--- src/rtl/instruction_pkg.sv ---
// RV32I major opcodes and the funct3/funct7 encodings used by the illegal-instruction check.
package instruction_pkg;

  localparam logic [6:0] OPC_LOAD   = 7'b0000011;
  localparam logic [6:0] OPC_OP_IMM = 7'b0010011;
  localparam logic [6:0] OPC_AUIPC  = 7'b0010111;
  localparam logic [6:0] OPC_STORE  = 7'b0100011;
  localparam logic [6:0] OPC_OP     = 7'b0110011;
  localparam logic [6:0] OPC_LUI    = 7'b0110111;
  localparam logic [6:0] OPC_BRANCH = 7'b1100011;
  localparam logic [6:0] OPC_JALR   = 7'b1100111;
  localparam logic [6:0] OPC_JAL    = 7'b1101111;
  localparam logic [6:0] OPC_SYSTEM = 7'b1110011;

  localparam logic [2:0] F3_ADD_SUB = 3'b000;
  localparam logic [2:0] F3_SLL     = 3'b001;
  localparam logic [2:0] F3_SRL_SRA = 3'b101;
  localparam logic [2:0] F3_BR_RSV0 = 3'b010;
  localparam logic [2:0] F3_BR_RSV1 = 3'b011;
  localparam logic [2:0] F3_LD_RSV0 = 3'b011;
  localparam logic [2:0] F3_LD_RSV1 = 3'b110;
  localparam logic [2:0] F3_LD_RSV2 = 3'b111;
  localparam logic [2:0] F3_SW      = 3'b010;

  localparam logic [6:0] F7_BASE = 7'h00;
  localparam logic [6:0] F7_ALT  = 7'h20;

  // Register-register ALU: the alternate funct7 only selects SUB and SRA.
  function automatic logic op_funct_legal(input logic [2:0] f3, input logic [6:0] f7);
    return (f7 == F7_BASE) ||
           ((f7 == F7_ALT) && ((f3 == F3_ADD_SUB) || (f3 == F3_SRL_SRA)));
  endfunction

  function automatic logic op_imm_shift_legal(input logic [2:0] f3, input logic [6:0] f7);
    logic ok;
    ok = 1'b1;
    if (f3 == F3_SLL)     ok = (f7 == F7_BASE);
    if (f3 == F3_SRL_SRA) ok = (f7 == F7_BASE) || (f7 == F7_ALT);
    return ok;
  endfunction

endpackage

--- src/rtl/typedef_pkg.sv ---
// Shared pipeline types for the RV32I front end: fetch lanes, decoded lanes and bundle arrays.
package typedef_pkg;

  localparam int unsigned XLEN             = 32;
  localparam int unsigned ILEN             = 32;
  localparam int unsigned DECODE_WIDTH_DEF = 2;

  typedef struct packed {
    logic [XLEN-1:0] addr;
    logic [ILEN-1:0] data;
    logic            valid;
  } fetch_t;

  typedef struct packed {
    logic [XLEN-1:0] addr;
    logic            valid;
    logic [6:0]      opcode;
    logic [4:0]      rd;
    logic [4:0]      rs1;
    logic [4:0]      rs2;
    logic [2:0]      funct3;
    logic [6:0]      funct7;
    logic [XLEN-1:0] imm;
  } instruction_t;

  // Bundles at the default width; other widths use fetch_t/instruction_t [W-1:0] directly.
  typedef fetch_t       [DECODE_WIDTH_DEF-1:0] fetch_bundle_t;
  typedef instruction_t [DECODE_WIDTH_DEF-1:0] decode_bundle_t;

endpackage

--- src/rtl/rv32_lane_decode.sv ---
// Combinational single-lane RV32I decoder with optional illegal-instruction flag.
// Optional feature: DECODE_ILLEGAL_CHECK_EN enables illegal_o; otherwise it is tied low.
module rv32_lane_decode
  import typedef_pkg::*;
  import instruction_pkg::*;
(
  input  fetch_t       fetch_i,
  output instruction_t instr_o,
  output logic         illegal_o
);

  logic [ILEN-1:0] word;
  logic [6:0]      opcode;
  logic [6:0]      funct7;
  logic [2:0]      funct3;
  logic [4:0]      rd;
  logic [4:0]      rs1;
  logic [4:0]      rs2;
  logic [XLEN-1:0] imm_i;
  logic [XLEN-1:0] imm_s;
  logic [XLEN-1:0] imm_b;
  logic [XLEN-1:0] imm_u;
  logic [XLEN-1:0] imm_j;
  logic [XLEN-1:0] imm_z;

  assign word   = fetch_i.data;
  assign opcode = word[6:0];
  assign rd     = word[11:7];
  assign funct3 = word[14:12];
  assign rs1    = word[19:15];
  assign rs2    = word[24:20];
  assign funct7 = word[31:25];

  assign imm_i = {{20{word[31]}}, word[31:20]};
  assign imm_s = {{20{word[31]}}, word[31:25], word[11:7]};
  assign imm_b = {{19{word[31]}}, word[31], word[7], word[30:25], word[11:8], 1'b0};
  assign imm_u = {word[31:12], 12'b0};
  assign imm_j = {{11{word[31]}}, word[31], word[19:12], word[20], word[30:21], 1'b0};
  assign imm_z = {20'b0, word[31:20]};

  always_comb begin
    instr_o       = '0;
    instr_o.addr  = fetch_i.addr;
    instr_o.valid = fetch_i.valid;
    if (fetch_i.valid) begin
      instr_o.opcode = opcode;
      case (opcode)
        OPC_LOAD, OPC_OP_IMM, OPC_JALR: begin
          instr_o.imm    = imm_i;
          instr_o.rs1    = rs1;
          instr_o.funct3 = funct3;
          instr_o.rd     = rd;
        end
        OPC_STORE: begin
          instr_o.imm    = imm_s;
          instr_o.rs1    = rs1;
          instr_o.rs2    = rs2;
          instr_o.funct3 = funct3;
        end
        OPC_OP: begin
          instr_o.rs1    = rs1;
          instr_o.rs2    = rs2;
          instr_o.rd     = rd;
          instr_o.funct3 = funct3;
          instr_o.funct7 = funct7;
        end
        OPC_LUI, OPC_AUIPC: begin
          instr_o.imm = imm_u;
          instr_o.rd  = rd;
        end
        OPC_JAL: begin
          instr_o.imm = imm_j;
          instr_o.rd  = rd;
        end
        OPC_BRANCH: begin
          instr_o.imm    = imm_b;
          instr_o.rs1    = rs1;
          instr_o.rs2    = rs2;
          instr_o.funct3 = funct3;
        end
        OPC_SYSTEM: begin
          instr_o.imm    = imm_z;
          instr_o.rs1    = rs1;
          instr_o.funct3 = funct3;
          instr_o.rd     = rd;
        end
        default: ;
      endcase
    end
  end

`ifdef DECODE_ILLEGAL_CHECK_EN
  logic bad_fields;

  always_comb begin
    bad_fields = 1'b0;
    case (opcode)
      OPC_OP:     bad_fields = !op_funct_legal(funct3, funct7);
      OPC_OP_IMM: bad_fields = !op_imm_shift_legal(funct3, funct7);
      OPC_BRANCH: bad_fields = (funct3 == F3_BR_RSV0) || (funct3 == F3_BR_RSV1);
      OPC_LOAD:   bad_fields = (funct3 == F3_LD_RSV0) || (funct3 == F3_LD_RSV1) ||
                               (funct3 == F3_LD_RSV2);
      OPC_STORE:  bad_fields = (funct3 > F3_SW);
      OPC_JALR, OPC_LUI, OPC_AUIPC, OPC_JAL, OPC_SYSTEM: bad_fields = 1'b0;
      default:    bad_fields = 1'b1;
    endcase
  end

  assign illegal_o = fetch_i.valid && (bad_fields || (word[1:0] != 2'b11));
`else
  assign illegal_o = 1'b0;
`endif

endmodule

--- src/rtl/decode_stage.sv ---
// Registered multi-lane RV32I decode stage with a two-entry skid buffer between fetch and rename.
// Optional feature: DECODE_ILLEGAL_CHECK_EN enables per-lane illegal-instruction flags.
module decode_stage
  import typedef_pkg::*;
#(
  parameter int unsigned DECODE_WIDTH = 2,
  parameter int unsigned ADDR_WIDTH   = 32,
  parameter int unsigned DATA_WIDTH   = 32
) (
  input  logic                             clk,
  input  logic                             rst_n,
  input  logic                             flush,
  input  logic                             in_valid,
  output logic                             in_ready,
  input  fetch_t       [DECODE_WIDTH-1:0]  in_bundle,
  output logic                             out_valid,
  input  logic                             out_ready,
  output instruction_t [DECODE_WIDTH-1:0]  out_bundle,
  output logic         [DECODE_WIDTH-1:0]  out_illegal
);

  localparam logic [1:0] S_EMPTY = 2'd0;
  localparam logic [1:0] S_ONE   = 2'd1;
  localparam logic [1:0] S_TWO   = 2'd2;

  if ((ADDR_WIDTH != XLEN) || (DATA_WIDTH != ILEN) ||
      (DECODE_WIDTH < 1) || (DECODE_WIDTH > 4)) begin : g_cfg_check
    $error("decode_stage: unsupported DECODE_WIDTH/ADDR_WIDTH/DATA_WIDTH");
  end

  instruction_t [DECODE_WIDTH-1:0] dec_bundle;
  logic         [DECODE_WIDTH-1:0] dec_illegal;

  for (genvar g = 0; g < DECODE_WIDTH; g++) begin : g_lane
    rv32_lane_decode u_lane (
      .fetch_i   (in_bundle[g]),
      .instr_o   (dec_bundle[g]),
      .illegal_o (dec_illegal[g])
    );
  end

  logic [1:0]                      state_q, state_d;
  logic                            in_ready_q, in_ready_d;
  instruction_t [DECODE_WIDTH-1:0] main_q, main_d;
  instruction_t [DECODE_WIDTH-1:0] skid_q, skid_d;
  logic         [DECODE_WIDTH-1:0] main_ill_q, main_ill_d;
  logic         [DECODE_WIDTH-1:0] skid_ill_q, skid_ill_d;
  logic                            accept;
  logic                            drain;

  assign out_valid   = (state_q != S_EMPTY);
  assign out_bundle  = main_q;
  assign out_illegal = main_ill_q;
  assign in_ready    = in_ready_q;

  assign accept = in_valid && in_ready_q;
  assign drain  = out_valid && out_ready;

  always_comb begin
    state_d    = state_q;
    main_d     = main_q;
    main_ill_d = main_ill_q;
    skid_d     = skid_q;
    skid_ill_d = skid_ill_q;
    if (flush) begin
      state_d = S_EMPTY;
    end else begin
      case (state_q)
        S_EMPTY: begin
          if (accept) begin
            main_d     = dec_bundle;
            main_ill_d = dec_illegal;
            state_d    = S_ONE;
          end
        end
        S_ONE: begin
          // Accept with drain refills main directly; accept alone parks the bundle in skid.
          if (accept && drain) begin
            main_d     = dec_bundle;
            main_ill_d = dec_illegal;
          end else if (accept) begin
            skid_d     = dec_bundle;
            skid_ill_d = dec_illegal;
            state_d    = S_TWO;
          end else if (drain) begin
            state_d = S_EMPTY;
          end
        end
        S_TWO: begin
          if (drain) begin
            main_d     = skid_q;
            main_ill_d = skid_ill_q;
            state_d    = S_ONE;
          end
        end
        default: state_d = S_EMPTY;
      endcase
    end
    in_ready_d = (state_d != S_TWO);
  end

  always_ff @(posedge clk or negedge rst_n) begin
    if (!rst_n) begin
      state_q    <= S_EMPTY;
      in_ready_q <= 1'b1;
      main_q     <= '0;
      main_ill_q <= '0;
      skid_q     <= '0;
      skid_ill_q <= '0;
    end else begin
      state_q    <= state_d;
      in_ready_q <= in_ready_d;
      main_q     <= main_d;
      main_ill_q <= main_ill_d;
      skid_q     <= skid_d;
      skid_ill_q <= skid_ill_d;
    end
  end

endmodule
--- config.mk ---
export PLATFORM = sky130hd
export DESIGN_NAME = decode_stage
export DESIGN_NICKNAME = d
export VERILOG_FILES = /design/src/rtl/instruction_pkg.sv /design/src/rtl/typedef_pkg.sv /design/src/rtl/rv32_lane_decode.sv /design/src/rtl/decode_stage.sv
export SDC_FILE = /design/constraint.sdc
export NUM_CORES = 1
export LEC_CHECK = 0
export ABC_AREA = 1
export BUFFER_PORTS_ARGS = -buffer_cell sky130_fd_sc_hd__buf_4
export CORE_UTILIZATION = 50
export DETAILED_ROUTE_END_ITERATION = 12
export PLACE_DENSITY = 0.77
export SLEW_MARGIN = 5
export SYNTH_ARGS = -nofsm -noshare
export SYNTH_HDL_FRONTEND = slang
export SYNTH_SLANG_ARGS = --single-unit
export TNS_END_PERCENT = 20
--- constraint.sdc ---
create_clock -name clk -period 1.95 [get_ports clk]
set_input_delay 0.0975 -clock clk [delete_from_list [all_inputs] [get_ports clk]]
set_output_delay 0.0975 -clock clk [all_outputs]
set_load 0.01 [all_outputs]
==> flow_summary.html, run 1 <==
<table>
<tr><th>Metric</th><th>Value</th></tr>
<tr><th colspan="2">Run status</th></tr>
<tr><td>Status</td><td>completed</td></tr>
<tr><th colspan="2">Hold path</th></tr>
<tr><td>Worst Hold Class</td><td>in2async</td></tr>
<tr><th colspan="2">Floorplanning</th></tr>
<tr><td>Starting Density</td><td>50.7%</td></tr>
<tr><td># rows</td><td>70</td></tr>
<tr><td>Number of top-level pins</td><td>333</td></tr>
<tr><td>Die footprint</td><td>37900 µm²</td></tr>
<tr><td>Total core area</td><td>36600 µm²</td></tr>
<tr><td>Vert. Die Dim</td><td>195 µm</td></tr>
<tr><td>Die span in x</td><td>195 µm</td></tr>
<tr><th colspan="2">Synthesis</th></tr>
<tr><td>Number of enable-type register cells in the synthesized netlist</td><td>0</td></tr>
<tr><td>Post-synthesis register bit count</td><td>391</td></tr>
<tr><td>Number of distinct library cells after synthesis</td><td>28</td></tr>
<tr><td>Share of synthesized registers carrying an async set or reset</td><td>100%</td></tr>
<tr><td>Number of warning messages in the yosys log</td><td>0</td></tr>
<tr><td>Synth Flop Type</td><td>sky130_fd_sc_hd__dfrtp_1</td></tr>
<tr><td>Cell Area, Synth</td><td>18600 µm²</td></tr>
<tr><td>Register area share after synthesis</td><td>52.7%</td></tr>
<tr><td>Synth Area per Inst</td><td>7.51 µm²</td></tr>
<tr><td>Cell count after synthesis</td><td>2473</td></tr>
<tr><th colspan="2">Timing</th></tr>
<tr><td>Final Hold Violating Endpoints</td><td>0</td></tr>
<tr><td>Total count of max-transition violations in the final report</td><td>0</td></tr>
<tr><td>Worst max-slew margin expressed relative to the limit</td><td>57.7%</td></tr>
<tr><td>Final setup slack of the worst path</td><td>0.127 ns</td></tr>
<tr><td>Number of failing setup endpoints in the final timing report</td><td>0</td></tr>
<tr><td>Tcrit/Tclk final</td><td>93.5%</td></tr>
<tr><td>Clock period minus final worst setup slack</td><td>1.82 ns</td></tr>
<tr><td>Max Clock Skew</td><td>0.0109 ns</td></tr>
<tr><td>Measured slew at the worst slew-check pin</td><td>0.635 ns</td></tr>
<tr><td>Max Clk Rate</td><td>549 MHz</td></tr>
<tr><th colspan="2">Drt</th></tr>
<tr><td>Via-per-instance ratio</td><td>5.45</td></tr>
<tr><td>Total number of vias</td><td>18400</td></tr>
<tr><td>Count of antenna-violating nets left after detailed routing</td><td>0</td></tr>
<tr><td>Detail-routed net length per standard cell</td><td>16.9 µm</td></tr>
<tr><td>DRT iter0 DRCs</td><td>1340</td></tr>
<tr><td>Total Routed Length</td><td>57000 µm</td></tr>
<tr><td>DRC</td><td>0</td></tr>
<tr><td>Drt first pass iters</td><td>5</td></tr>
<tr><th colspan="2">CTS</th></tr>
<tr><td>Clock sink total</td><td>391</td></tr>
<tr><td>Buffer levels on the longest clock path</td><td>3</td></tr>
<tr><td>Clk pin slew, worst setup/hold paths</td><td>0.06 ns</td></tr>
<tr><td>TritonCTS clock tree</td><td>yes</td></tr>
<tr><td>H-tree levels</td><td>2</td></tr>
<tr><td>Clock tree root buffer cell</td><td>sky130_fd_sc_hd__clkbuf_16</td></tr>
<tr><td>CTS buffer count</td><td>43</td></tr>
<tr><td>Clk_lat worst skew</td><td>0.55 ns</td></tr>
<tr><th colspan="2">Finish</th></tr>
<tr><td>Area of the multi-input gates</td><td>7790 µm²</td></tr>
<tr><td>Fraction of layout cells with a size suffix above 1</td><td>16.5%</td></tr>
<tr><td>Fill cells</td><td>2948</td></tr>
<tr><td>Combined flip-flop and latch cell area</td><td>9790 µm²</td></tr>
<tr><td>Signed area change from the synthesized netlist to the final layout</td><td>31.5%</td></tr>
<tr><td>Nets@finish</td><td>3011</td></tr>
<tr><th colspan="2">Place</th></tr>
<tr><td>Post-place setup slack</td><td>0.0901 ns</td></tr>
<tr><td>Final weighted congestion of routability-driven global placement</td><td>0.895</td></tr>
<tr><td>Post-DP HPWL</td><td>36100 µm</td></tr>
<tr><td>Number of I/O port buffers</td><td>330</td></tr>
<tr><th colspan="2">Setup path</th></tr>
<tr><td>Startpoint type of the worst setup path</td><td>register</td></tr>
<tr><td>Worst path depth</td><td>9</td></tr>
<tr><td>Cell family contributing the most delay on the critical path</td><td>simple AND/OR/NAND/NOR gates</td></tr>
<tr><td>Max stage delay on crit path</td><td>0.45 ns</td></tr>
<tr><td>Cell type of the slowest stage on the worst timing path</td><td>sky130_fd_sc_hd__dfrtp_1</td></tr>
<tr><td>Worst Path Class, Setup</td><td>reg2reg</td></tr>
<tr><td>Peak fanout along the critical path</td><td>90</td></tr>
<tr><td>Critical path cell sequence</td><td>nor2_1 &gt; inv_2 &gt; nand4_1 &gt; nand2_1 &gt; nand3_4 &gt; inv_4 &gt; buf_16 &gt; nor2_1 &gt; a31oi_1</td></tr>
<tr><td>Critical path data required time</td><td>2.39 ns</td></tr>
<tr><td>Buffering stage count on the worst path with inverters included</td><td>3</td></tr>
<tr><td>Crit path DAT</td><td>2.26 ns</td></tr>
<tr><td>Critical path capture point type</td><td>register</td></tr>
<tr><td>Register-to-register setup slack</td><td>0.13 ns</td></tr>
<tr><td>Cell occurring most often along the worst timing path</td><td>sky130_fd_sc_hd__nor2_1</td></tr>
<tr><td>Worst r2r path cells</td><td>9</td></tr>
<tr><th colspan="2">Global route</th></tr>
<tr><td>Total routing resource utilization after global routing</td><td>30.3%</td></tr>
<tr><td>Global-route wire length before repair</td><td>93100 µm</td></tr>
<tr><td>Residual overflow from global routing</td><td>0</td></tr>
<tr><td>Pin count of the biggest net entering global routing</td><td>105</td></tr>
<tr><td>Antenna violations before repair</td><td>1</td></tr>
<tr><td>Vias in the first global route</td><td>17900</td></tr>
<tr><th colspan="2">Run</th></tr>
<tr><td>Max-cap violations</td><td>0</td></tr>
<tr><th colspan="2">Power</th></tr>
<tr><td>Reported leakage power</td><td>0.0133 µW</td></tr>
<tr><td>Total power</td><td>22500 µW</td></tr>
<tr><td>Max VDD drop</td><td>0.666 mV</td></tr>
<tr><td>Power per unit of standard cell area</td><td>920 nW/µm²</td></tr>
</table>
[power by group]
group	internal, µW	total [µW]	switching, µW
Sequential	9270	9980	702
Combinational	1920	4270	2350
Clock	4950	8220	3270
[state kept, by name (all words and copies together) (netlist names)]
name / cells
state_q: 2
skid_q: 194
out_bundle: 194
in_ready: 1
[layout make-up]
class	instances	share of cell area (%)
inverters	64	1.00
flip-flops and latches	391	40.1
clock inverters	13	0.600
well taps	468	2.40
clock buffers	63	5.26
repair buffers	528	18.7
diodes	1	0.0103
multi-input cells	1848	31.9
[repair_timing]
action                                 4_1_cts  5_1_grt
resized for setup                            0        5
endpoints found under the hold margin      650        0
buffers inserted                             0        0
hold buffers                               135        0
setup endpoints to repair                    0      106
[synth_stat cells (15+ instances only)]
cell | n | share of area (%)
sky130_fd_sc_hd__buf_2 | 65 | 1.8
sky130_fd_sc_hd__nand2_1 | 1007 | 20
sky130_fd_sc_hd__a31oi_1 | 66 | 2.2
sky130_fd_sc_hd__nor2_1 | 322 | 6.5
sky130_fd_sc_hd__a21oi_1 | 81 | 2.2
sky130_fd_sc_hd__buf_4 | 18 | 0.73
sky130_fd_sc_hd__buf_1 | 15 | 0.30
sky130_fd_sc_hd__inv_1 | 57 | 1.2
sky130_fd_sc_hd__clkbuf_1 | 73 | 1.5
sky130_fd_sc_hd__o21ai_1 | 51 | 1.4
sky130_fd_sc_hd__o21ai_0 | 111 | 3.0
sky130_fd_sc_hd__nand3_1 | 168 | 4.5
sky130_fd_sc_hd__dfrtp_1 | 390 | 53
sky130_fd_sc_hd__nand4_1 | 15 | 0.51
[per-layer routing]
| metal | track usage [%] | wire length [µm] | vias up |
|---|---|---|---|
| li1 | - | - | 8670 |
| met1 | 40.4 | 23800 | 8734 |
| met2 | 48.3 | 26100 | 842 |
| met3 | 6.75 | 5130 | 145 |
| met4 | 11.3 | 1940 | 0 |
| met5 | 0 | 0 | - |
[metrics by stage]
stage,instance area (µm²),std cells,hold slack [ns],setup TNS [ns],utilization [%]
2_1_floorplan,18600,2474,-0.198,0,-
3_3_place_gp,21600,3164,0.0217,0,59.0
3_5_place_dp,21600,3164,0.0214,0,59.0
4_1_cts,24400,3375,0.0473,0,66.6
5_1_grt,24400,3376,0.0803,-0.0382,66.7
6_report,24400,3376,0.0550,0,66.7
[cells by family (layout without fill, tap and decap cells)]
family,count (synthesis),count (layout),share of synthesized area (%)
simple gates,1522,1522,32.3
flops,391,391,52.7
compound gates,323,323,9.34
buf+inv,235,668,5.55
other cells,1,3,0.0202
mux,1,1,0.0539
[path summary, 6_finish.rpt]
path                                      start               to
max in group asynchronous                 rst_n   out_bundle[24]
worst max register to register       state_q[1]  out_bundle[193]
worst min register to register  out_bundle[115]  out_bundle[115]
worst max-delay path                 state_q[1]  out_bundle[193]
worst min-delay path                      rst_n   out_bundle[81]
min in group clk                       in_valid       state_q[1]
[cell usage in the layout (no fill, tap or decap), types with 3 or more instances in the layout]
cell	count
sky130_fd_sc_hd__dfrtp_1	390
sky130_fd_sc_hd__bufinv_16	3
sky130_fd_sc_hd__nand2_1	1004
sky130_fd_sc_hd__inv_1	57
sky130_fd_sc_hd__o21ai_0	111
sky130_fd_sc_hd__clkbuf_16	45
sky130_fd_sc_hd__a31oi_1	66
sky130_fd_sc_hd__nor2_2	5
sky130_fd_sc_hd__inv_2	5
sky130_fd_sc_hd__clkbuf_8	9
sky130_fd_sc_hd__buf_4	372
sky130_fd_sc_hd__dlygate4sd3_1	135
sky130_fd_sc_hd__nand4_1	15
sky130_fd_sc_hd__o31ai_1	5
sky130_fd_sc_hd__clkinv_2	8
sky130_fd_sc_hd__o21bai_1	8
sky130_fd_sc_hd__o21ai_1	51
sky130_fd_sc_hd__clkbuf_1	9
sky130_fd_sc_hd__nand3_1	167
sky130_fd_sc_hd__a21oi_1	81
sky130_fd_sc_hd__buf_12	19
sky130_fd_sc_hd__nor2_1	320
sky130_fd_sc_hd__nand2_2	3
[worst register-to-register path, delay by kind of cell (launching register included)]
kind	cells	cell delay [ns]
buf+inv	3	0.49
simple gates	5	0.57
compound gates	1	0.22
flops	1	0.45
Note: power is estimated with default switching activity, not from simulation.
==> inputs of run 2 (changes only) <==
CTS_CLUSTER_DIAMETER = 50   (was default)
PLACE_DENSITY = default   (was 0.77)
PLACE_DENSITY_LB_ADDON = 0.15   (was default)
clock period = 2.29 ns   (was 1.95 ns; I/O delays follow)
==> run 2 against run 1 <==
Compared with the run above:
- combinational power down 17%
- count of clock-buffer cells in the layout shrank 1
- worst setup slack better by 0.091 ns
- sequential cell count is the same
- global-route usage is 1.2 points lower
- clock skew increased by 0.0016 ns
- critical endpoint is now skid_q[142]
==> flow_summary.html, run 2 (same netlist as run 1, synthesis figures left out) <==
<table>
<tr><th>Metric</th><th>Value</th></tr>
<tr><th colspan="2">Run status</th></tr>
<tr><td>Status</td><td>completed</td></tr>
<tr><th colspan="2">Drt</th></tr>
<tr><td>Detail-routed net length per standard cell</td><td>16.4 µm (-3.1%)</td></tr>
<tr><td>Detail Route met2 WL</td><td>24400 µm (-6.6%)</td></tr>
<tr><td>Total number of vias</td><td>18000 (-2.3%)</td></tr>
<tr><td>Drt first pass iters</td><td>5 (unchanged)</td></tr>
<tr><td>Met3 wire length</td><td>4390 µm (-14%)</td></tr>
<tr><td>Wire length the detailed router placed on met1</td><td>24300 µm (+2.0%)</td></tr>
<tr><td>DRC</td><td>0 (unchanged)</td></tr>
<tr><td>Count of antenna-violating nets left after detailed routing</td><td>0 (unchanged)</td></tr>
<tr><td>Via-per-instance ratio</td><td>5.33 (-2.1%)</td></tr>
<tr><td>Total Routed Length</td><td>55100 µm (-3.3%)</td></tr>
<tr><td>DRT iter0 DRCs</td><td>1426 (+6.4%)</td></tr>
<tr><td>Highest metal used</td><td>met4</td></tr>
<tr><th colspan="2">CTS</th></tr>
<tr><td>Buffer levels on the longest clock path</td><td>3 (unchanged)</td></tr>
<tr><td>Clk pin slew, worst setup/hold paths</td><td>0.06 ns (about the same)</td></tr>
<tr><td>H-tree levels</td><td>2 (unchanged)</td></tr>
<tr><td>Clock tree root buffer cell</td><td>sky130_fd_sc_hd__clkbuf_16</td></tr>
<tr><td>Clk_lat worst skew</td><td>0.56 ns (about the same)</td></tr>
<tr><td>Clock sink total</td><td>391 (unchanged)</td></tr>
<tr><td>CTS buffer count</td><td>46 (+7.0%)</td></tr>
<tr><td>TritonCTS clock tree</td><td>yes</td></tr>
<tr><th colspan="2">Floorplanning</th></tr>
<tr><td># rows</td><td>70 (unchanged)</td></tr>
<tr><td>Vert. Die Dim</td><td>195 µm (unchanged)</td></tr>
<tr><td>Total core area</td><td>36600 µm² (unchanged)</td></tr>
<tr><td>Die footprint</td><td>37900 µm² (unchanged)</td></tr>
<tr><td>Number of top-level pins</td><td>333 (unchanged)</td></tr>
<tr><td>Starting Density</td><td>50.7% (unchanged)</td></tr>
<tr><td>Die span in x</td><td>195 µm (unchanged)</td></tr>
<tr><th colspan="2">Setup path</th></tr>
<tr><td>Peak fanout along the critical path</td><td>19 (-79%)</td></tr>
<tr><td>Critical path capture point type</td><td>register</td></tr>
<tr><td>Start of the worst register-to-register path</td><td>state_q[1]</td></tr>
<tr><td>Worst Path Class, Setup</td><td>in2reg</td></tr>
<tr><td>Startpoint type of the worst setup path</td><td>input port</td></tr>
<tr><td>Crit path DAT</td><td>2.54 ns (+0.28 ns)</td></tr>
<tr><td>Crit path from</td><td>in_bundle[70]</td></tr>
<tr><td>Critical path data required time</td><td>2.76 ns (+0.37 ns)</td></tr>
<tr><th colspan="2">Timing</th></tr>
<tr><td>Clock period minus final worst setup slack</td><td>2.07 ns</td></tr>
<tr><td>Max Clk Rate</td><td>483 MHz</td></tr>
<tr><td>Final Hold Violating Endpoints</td><td>0 (unchanged)</td></tr>
<tr><td>Total count of max-transition violations in the final report</td><td>0 (unchanged)</td></tr>
<tr><td>Fin Setup TNS</td><td>0 ns (unchanged)</td></tr>
<tr><td>Number of failing setup endpoints in the final timing report</td><td>0 (unchanged)</td></tr>
<tr><td>Measured slew at the worst slew-check pin</td><td>0.917 ns (+0.282 ns)</td></tr>
<tr><td>Tcrit/Tclk final</td><td>90.5%</td></tr>
<tr><td>Setup repair after global routing missed its margin</td><td>no</td></tr>
<tr><td>Max Clock Skew</td><td>0.0125 ns (+0.00157 ns)</td></tr>
<tr><td>Hold Slack</td><td>0.0742 ns (+0.0192 ns)</td></tr>
<tr><td>Worst max-slew margin expressed relative to the limit</td><td>38.9% (-19 points)</td></tr>
<tr><td>Final setup slack of the worst path</td><td>0.218 ns (+0.0912 ns)</td></tr>
<tr><th colspan="2">Finish</th></tr>
<tr><td>Diodes inserted</td><td>0 (-1)</td></tr>
<tr><td>Most frequent cells in the layout</td><td>sky130_fd_sc_hd__nand2_1, sky130_fd_sc_hd__dfrtp_1, sky130_fd_sc_hd__buf_4, sky130_fd_sc_hd__nor2_1, sky130_fd_sc_hd__nand3_1</td></tr>
<tr><td>Post-route insts no fill</td><td>3369 (-0.21%)</td></tr>
<tr><td>Fraction of layout cells with a size suffix above 1</td><td>16.3% (-0.28 points)</td></tr>
<tr><td>Fill cells</td><td>3045 (+3.3%)</td></tr>
<tr><td>Most frequent standard cell in the layout excluding fill and tap cells</td><td>sky130_fd_sc_hd__nand2_1</td></tr>
<tr><td>Nets@finish</td><td>3000 (-0.37%)</td></tr>
<tr><td>Signed area change from the synthesized netlist to the final layout</td><td>31.4% (about the same)</td></tr>
<tr><th colspan="2">Power</th></tr>
<tr><td>Power per unit of standard cell area</td><td>803 nW/µm² (-13%)</td></tr>
<tr><td>Total power</td><td>19600 µW (-13%)</td></tr>
<tr><td>Max VDD drop</td><td>0.582 mV (-13%)</td></tr>
<tr><td>Reported leakage power</td><td>0.0133 µW (-0.20%)</td></tr>
<tr><th colspan="2">Place</th></tr>
<tr><td>Number of cells in the design after placement</td><td>3148 (-0.51%)</td></tr>
<tr><td>Post-DP HPWL</td><td>34300 µm (-5.1%)</td></tr>
<tr><td>Number of I/O port buffers</td><td>330 (unchanged)</td></tr>
<tr><td>Final weighted congestion of routability-driven global placement</td><td>0.867 (-3.1%)</td></tr>
<tr><td>Post-place setup slack</td><td>0.290 ns (+0.199 ns)</td></tr>
<tr><th colspan="2">Hold path</th></tr>
<tr><td>Worst Hold Launch</td><td>in_valid</td></tr>
<tr><td>Worst Hold Class</td><td>in2reg</td></tr>
<tr><th colspan="2">Global route</th></tr>
<tr><td>Antenna violations before repair</td><td>0 (-1)</td></tr>
<tr><td>Global-route wire length before repair</td><td>88900 µm (-4.5%)</td></tr>
<tr><td>Residual overflow from global routing</td><td>0 (unchanged)</td></tr>
<tr><td>Vias in the first global route</td><td>17000 (-5.3%)</td></tr>
<tr><td>Pin count of the biggest net entering global routing</td><td>181 (+72%)</td></tr>
<tr><td>Total routing resource utilization after global routing</td><td>29.1% (-1.2 points)</td></tr>
<tr><th colspan="2">Run</th></tr>
<tr><td>Max-cap violations</td><td>0 (unchanged)</td></tr>
</table>
run 2: metal layers:
layer | global-route usage (%) | up-vias
li1 | - | 8671
met1 | 41.2 | 8435
met2 | 44.4 | 717
met3 | 5.38 | 139
met4 | 11.5 | 0
met5 | 0 | -
run 2: worst max-delay path, cell delays in order:
cell and delay, ns:
sky130_fd_sc_hd__dlygate4sd3_1 0.55, sky130_fd_sc_hd__buf_4 0.16, sky130_fd_sc_hd__inv_1 0.07, sky130_fd_sc_hd__nand2_1 0.10, sky130_fd_sc_hd__nor2_2 0.14, sky130_fd_sc_hd__buf_4 0.24, sky130_fd_sc_hd__nand2_1 0.13, sky130_fd_sc_hd__nand3_2 0.21
sky130_fd_sc_hd__nand3_1 0.10, sky130_fd_sc_hd__dlygate4sd3_1 0.57, sky130_fd_sc_hd__o21ai_0 0.13
run 2: worst paths after layout:
check	end	slack, ns	cells past startpoint
hold reg to reg	skid_q[187]	0.48	2
setup reg to reg	out_bundle[157]	0.25	8
max in group asynchronous	skid_q[9]	1.25	3
setup / recovery	skid_q[142]	0.22	11
min in group asynchronous	skid_q[76]	0.12	2
hold / removal	state_q[1]	0.07	5
run 2: power by group:
group / internal [µW] / switching [µW]
clock network: 4610 / 2960
registers: 7900 / 580
logic: 1610 / 1920
run 2: metrics by stage:
stage               utilization [%]  cell area, µm²
floorplan                         -           18600
global placement               58.6           21400
detailed placement             58.6           21400
CTS                            66.6           24400
global route                   66.6           24400
finish                         66.6           24400
run 2: final cells by class:
class	count	area, µm²	share of cell area [%]
Clock inverter	22	270	1.11
Tap cell	468	586	2.40
Multi-Input combinational cell	1848	7790	31.9
Clock buffer	62	1310	5.38
Inverter	64	245	1.01
Sequential cell	391	9790	40.1
Timing Repair Buffer	514	4410	18.1
run 2: timing repair:
item	in CTS	in global routing
setup endpoints to repair	0	3
resized for setup	0	1
hold buffers	137	0
hold endpoints to repair	430	0
setup buffers	0	0
==> inputs of run 3 (changes only) <==
clock period = 1.65 ns   (was 2.29 ns; I/O delays follow)
==> run 3 against run 2 <==
Compared with the run above:
- the run now ends with negative setup slack left
- first-iteration DRC count increased by 10%
- non-clock buffer count increased by 68
- largest power group unchanged
- cell count increased by 1.7%
- clock skew about the same
- critical path depth decreased by 1
- highest routed layer unchanged
- global-route usage increased by 2.8 points
- register-to-register slack got worse by 0.33 ns
- die area unchanged
- worst hold slack got worse by 0.018 ns
- utilization increased by 4.4 points
==> flow_summary.html, run 3 (same netlist as run 1, synthesis figures left out) <==
<table>
<tr><th>Metric</th><th>Value</th></tr>
<tr><th colspan="2">Run status</th></tr>
<tr><td>Status</td><td>finished, violations left</td></tr>
<tr><td>Violated checks</td><td>negative setup slack</td></tr>
<tr><th colspan="2">Floorplanning</th></tr>
<tr><td>Total core area</td><td>36600 µm² (unchanged)</td></tr>
<tr><td># rows</td><td>70 (unchanged)</td></tr>
<tr><td>Starting Density</td><td>50.7% (unchanged)</td></tr>
<tr><td>Die span in x</td><td>195 µm (unchanged)</td></tr>
<tr><td>Die footprint</td><td>37900 µm² (unchanged)</td></tr>
<tr><td>Number of top-level pins</td><td>333 (unchanged)</td></tr>
<tr><td>Vert. Die Dim</td><td>195 µm (unchanged)</td></tr>
<tr><th colspan="2">Timing</th></tr>
<tr><td>Clock period minus final worst setup slack</td><td>1.73 ns</td></tr>
<tr><td>Fin Setup TNS</td><td>-1.84 ns (-1.84 ns)</td></tr>
<tr><td>Setup repair after global routing missed its margin</td><td>yes</td></tr>
<tr><td>Final Hold Violating Endpoints</td><td>0 (unchanged)</td></tr>
<tr><td>Total count of max-transition violations in the final report</td><td>0 (unchanged)</td></tr>
<tr><td>Max Clk Rate</td><td>579 MHz</td></tr>
<tr><td>Final setup slack of the worst path</td><td>-0.0762 ns (-0.295 ns)</td></tr>
<tr><td>Number of failing setup endpoints in the final timing report</td><td>77 (+77)</td></tr>
<tr><td>Tcrit/Tclk final</td><td>105%</td></tr>
<tr><td>Max Clock Skew</td><td>0.0127 ns (+0.000227 ns)</td></tr>
<tr><th colspan="2">Finish</th></tr>
<tr><td>Most frequent cells in the layout</td><td>sky130_fd_sc_hd__nand2_1, sky130_fd_sc_hd__dfrtp_1, sky130_fd_sc_hd__buf_4, sky130_fd_sc_hd__nor2_1, sky130_fd_sc_hd__nand3_1</td></tr>
<tr><td>Post-route insts no fill</td><td>3427 (+1.7%)</td></tr>
<tr><td>Fill cells</td><td>2783 (-8.6%)</td></tr>
<tr><td>Signed area change from the synthesized netlist to the final layout</td><td>40.1%</td></tr>
<tr><td>Most frequent standard cell in the layout excluding fill and tap cells</td><td>sky130_fd_sc_hd__nand2_1</td></tr>
<tr><td>Nets@finish</td><td>3067 (+2.2%)</td></tr>
<tr><td>Post-route cell area</td><td>26000 µm² (+6.6%)</td></tr>
<tr><td>Final design utilization</td><td>71.0% (+4.4 points)</td></tr>
<tr><td>Diodes inserted</td><td>0 (unchanged)</td></tr>
<tr><td>Fraction of layout cells with a size suffix above 1</td><td>20.9% (+4.6 points)</td></tr>
<tr><th colspan="2">Run</th></tr>
<tr><td>Max-cap violations</td><td>0 (unchanged)</td></tr>
<tr><th colspan="2">Global route</th></tr>
<tr><td>Global-route wire length before repair</td><td>96300 µm (+8.2%)</td></tr>
<tr><td>Antenna violations before repair</td><td>0 (unchanged)</td></tr>
<tr><td>Residual overflow from global routing</td><td>0 (unchanged)</td></tr>
<tr><td>Vias in the first global route</td><td>17900 (+5.2%)</td></tr>
<tr><td>Pin count of the biggest net entering global routing</td><td>111 (-39%)</td></tr>
<tr><td>Total routing resource utilization after global routing</td><td>31.9% (+2.8 points)</td></tr>
<tr><th colspan="2">CTS</th></tr>
<tr><td>Buffer levels on the longest clock path</td><td>3 (unchanged)</td></tr>
<tr><td>TritonCTS clock tree</td><td>yes</td></tr>
<tr><td>Clock sink total</td><td>391 (unchanged)</td></tr>
<tr><td>Clk pin slew, worst setup/hold paths</td><td>0.06 ns (about the same)</td></tr>
<tr><td>Clk_lat worst skew</td><td>0.56 ns (about the same)</td></tr>
<tr><td>CTS buffer count</td><td>44 (-4.3%)</td></tr>
<tr><td>Clock tree root buffer cell</td><td>sky130_fd_sc_hd__clkbuf_16</td></tr>
<tr><td>H-tree levels</td><td>2 (unchanged)</td></tr>
<tr><th colspan="2">Drt</th></tr>
<tr><td>DRT iter0 DRCs</td><td>1572 (+10%)</td></tr>
<tr><td>DRC</td><td>0 (unchanged)</td></tr>
<tr><td>Total number of vias</td><td>18900 (+5.5%)</td></tr>
<tr><td>Drt first pass iters</td><td>8 (+3)</td></tr>
<tr><td>Total Routed Length</td><td>63600 µm (+15%)</td></tr>
<tr><td>Detail-routed net length per standard cell</td><td>18.6 µm (+13%)</td></tr>
<tr><td>Count of antenna-violating nets left after detailed routing</td><td>0 (unchanged)</td></tr>
<tr><td>Via-per-instance ratio</td><td>5.53 (+3.7%)</td></tr>
<tr><th colspan="2">Place</th></tr>
<tr><td>Post-DP HPWL</td><td>35400 µm (+3.1%)</td></tr>
<tr><td>Number of cells in the design after placement</td><td>3174 (+0.83%)</td></tr>
<tr><td>Post-place setup slack</td><td>-0.132 ns (-0.422 ns)</td></tr>
<tr><td>Final weighted congestion of routability-driven global placement</td><td>0.893 (+3.0%)</td></tr>
<tr><td>Area after DPL</td><td>21800 µm² (+1.6%)</td></tr>
<tr><td>Number of I/O port buffers</td><td>330 (unchanged)</td></tr>
<tr><th colspan="2">Hold path</th></tr>
<tr><td>Worst Hold Class</td><td>in2async</td></tr>
<tr><th colspan="2">Power</th></tr>
<tr><td>Max VDD drop</td><td>0.680 mV (+17%)</td></tr>
<tr><td>Power per unit of standard cell area</td><td>1050 nW/µm² (+30%)</td></tr>
<tr><td>Reported leakage power</td><td>0.0139 µW (+4.9%)</td></tr>
<tr><th colspan="2">Setup path</th></tr>
<tr><td>Startpoint type of the worst setup path</td><td>register</td></tr>
<tr><td>Peak fanout along the critical path</td><td>6 (-13)</td></tr>
<tr><td>Worst Path Class, Setup</td><td>reg2reg</td></tr>
<tr><td>Critical path capture point type</td><td>register</td></tr>
<tr><td>Crit path DAT</td><td>2.20 ns (-0.34 ns)</td></tr>
<tr><td>Worst r2r path cells</td><td>10 (+2)</td></tr>
<tr><td>Critical path data required time</td><td>2.13 ns (-0.63 ns)</td></tr>
</table>
==> run 3: cell types whose count changed in the layout (fill, tap and decap cells not counted), sizes merged <==
cell	previous run	this run
bufbuf	0	2
inv	70	65
buf	377	437
dlygate4sd3	137	134
clkbuf	62	70
clkinv	8	9
bufinv	5	2
clkinvlp	3	1
==> run 3: per-stage QoR <==
stage	total power, µW	hold WS [ns]
after floorplan	14000	-0.213
final	27200	0.0564
after detailed placement	16600	0.0528
after CTS	26900	0.0632
after global placement	16400	0.0562
after global routing	28300	0.0928
==> run 3: power by group <==
part | leakage, µW | internal [µW] | total, µW | switching (µW)
registers | 0.00506 | 11000 | 11900 | 894
logic | 0.00816 | 2740 | 5760 | 3020
clock network | 0.000682 | 5610 | 9580 | 3970
total | 0.0139 | 19300 | 27200 | 7890
==> run 3: what timing repair did <==
action                     in CTS  in global routing
buffers inserted               12                  7
hold endpoints to repair      686                  0
resized for setup              86                 94
pin swaps                       5                  9
gates cloned                   19                 10
hold buffers                  134                  0
setup endpoints to repair     322                388
==> run 3: critical path, stage by stage, from the launching register on <==
cell and delay [ns]:
sky130_fd_sc_hd__dfrtp_2 0.48, sky130_fd_sc_hd__nand2_4 0.12, sky130_fd_sc_hd__nor2_4 0.05, sky130_fd_sc_hd__nor2_4 0.13
sky130_fd_sc_hd__nand3_4 0.13, sky130_fd_sc_hd__buf_12 0.17, sky130_fd_sc_hd__inv_12 0.09, sky130_fd_sc_hd__buf_12 0.13
sky130_fd_sc_hd__clkbuf_16 0.17, sky130_fd_sc_hd__nor2_2 0.04, sky130_fd_sc_hd__a21oi_1 0.13
==> run 3: cell type report <==
type | instances | area, µm² | share of cell area [%]
clock inverters | 12 | 130 | 0.500
clock buffers | 61 | 1260 | 4.83
flip-flops and latches | 391 | 9790 | 37.6
repair buffers | 582 | 5780 | 22.2
repair inverters | 1 | 16.3 | 0.0625
multi-input cells | 1848 | 8180 | 31.5
inverters | 64 | 268 | 1.03
well taps | 468 | 586 | 2.25
==> run 3: per-layer routing <==
metal	part of all wire, %	track usage, %	routed length [µm]	vias up
li1	-	-	-	8804
met1	42	45.1	26400	9037
met2	46	49.3	29500	952
met3	8.9	5.22	5630	151
met4	3.2	12.5	2050	0
met5	0	0	0	-
==> run 3: path summary, 6_finish.rpt <==
check                                 from              end  slack (ns)
min                                  rst_n       skid_q[72]        0.06
max reg2reg                     state_q[1]  out_bundle[106]       -0.08
max in group asynchronous            rst_n  out_bundle[180]        0.87
min reg2reg                out_bundle[113]  out_bundle[113]        0.48
min in group clk                     flush       state_q[0]        0.23
max                             state_q[1]  out_bundle[106]       -0.08
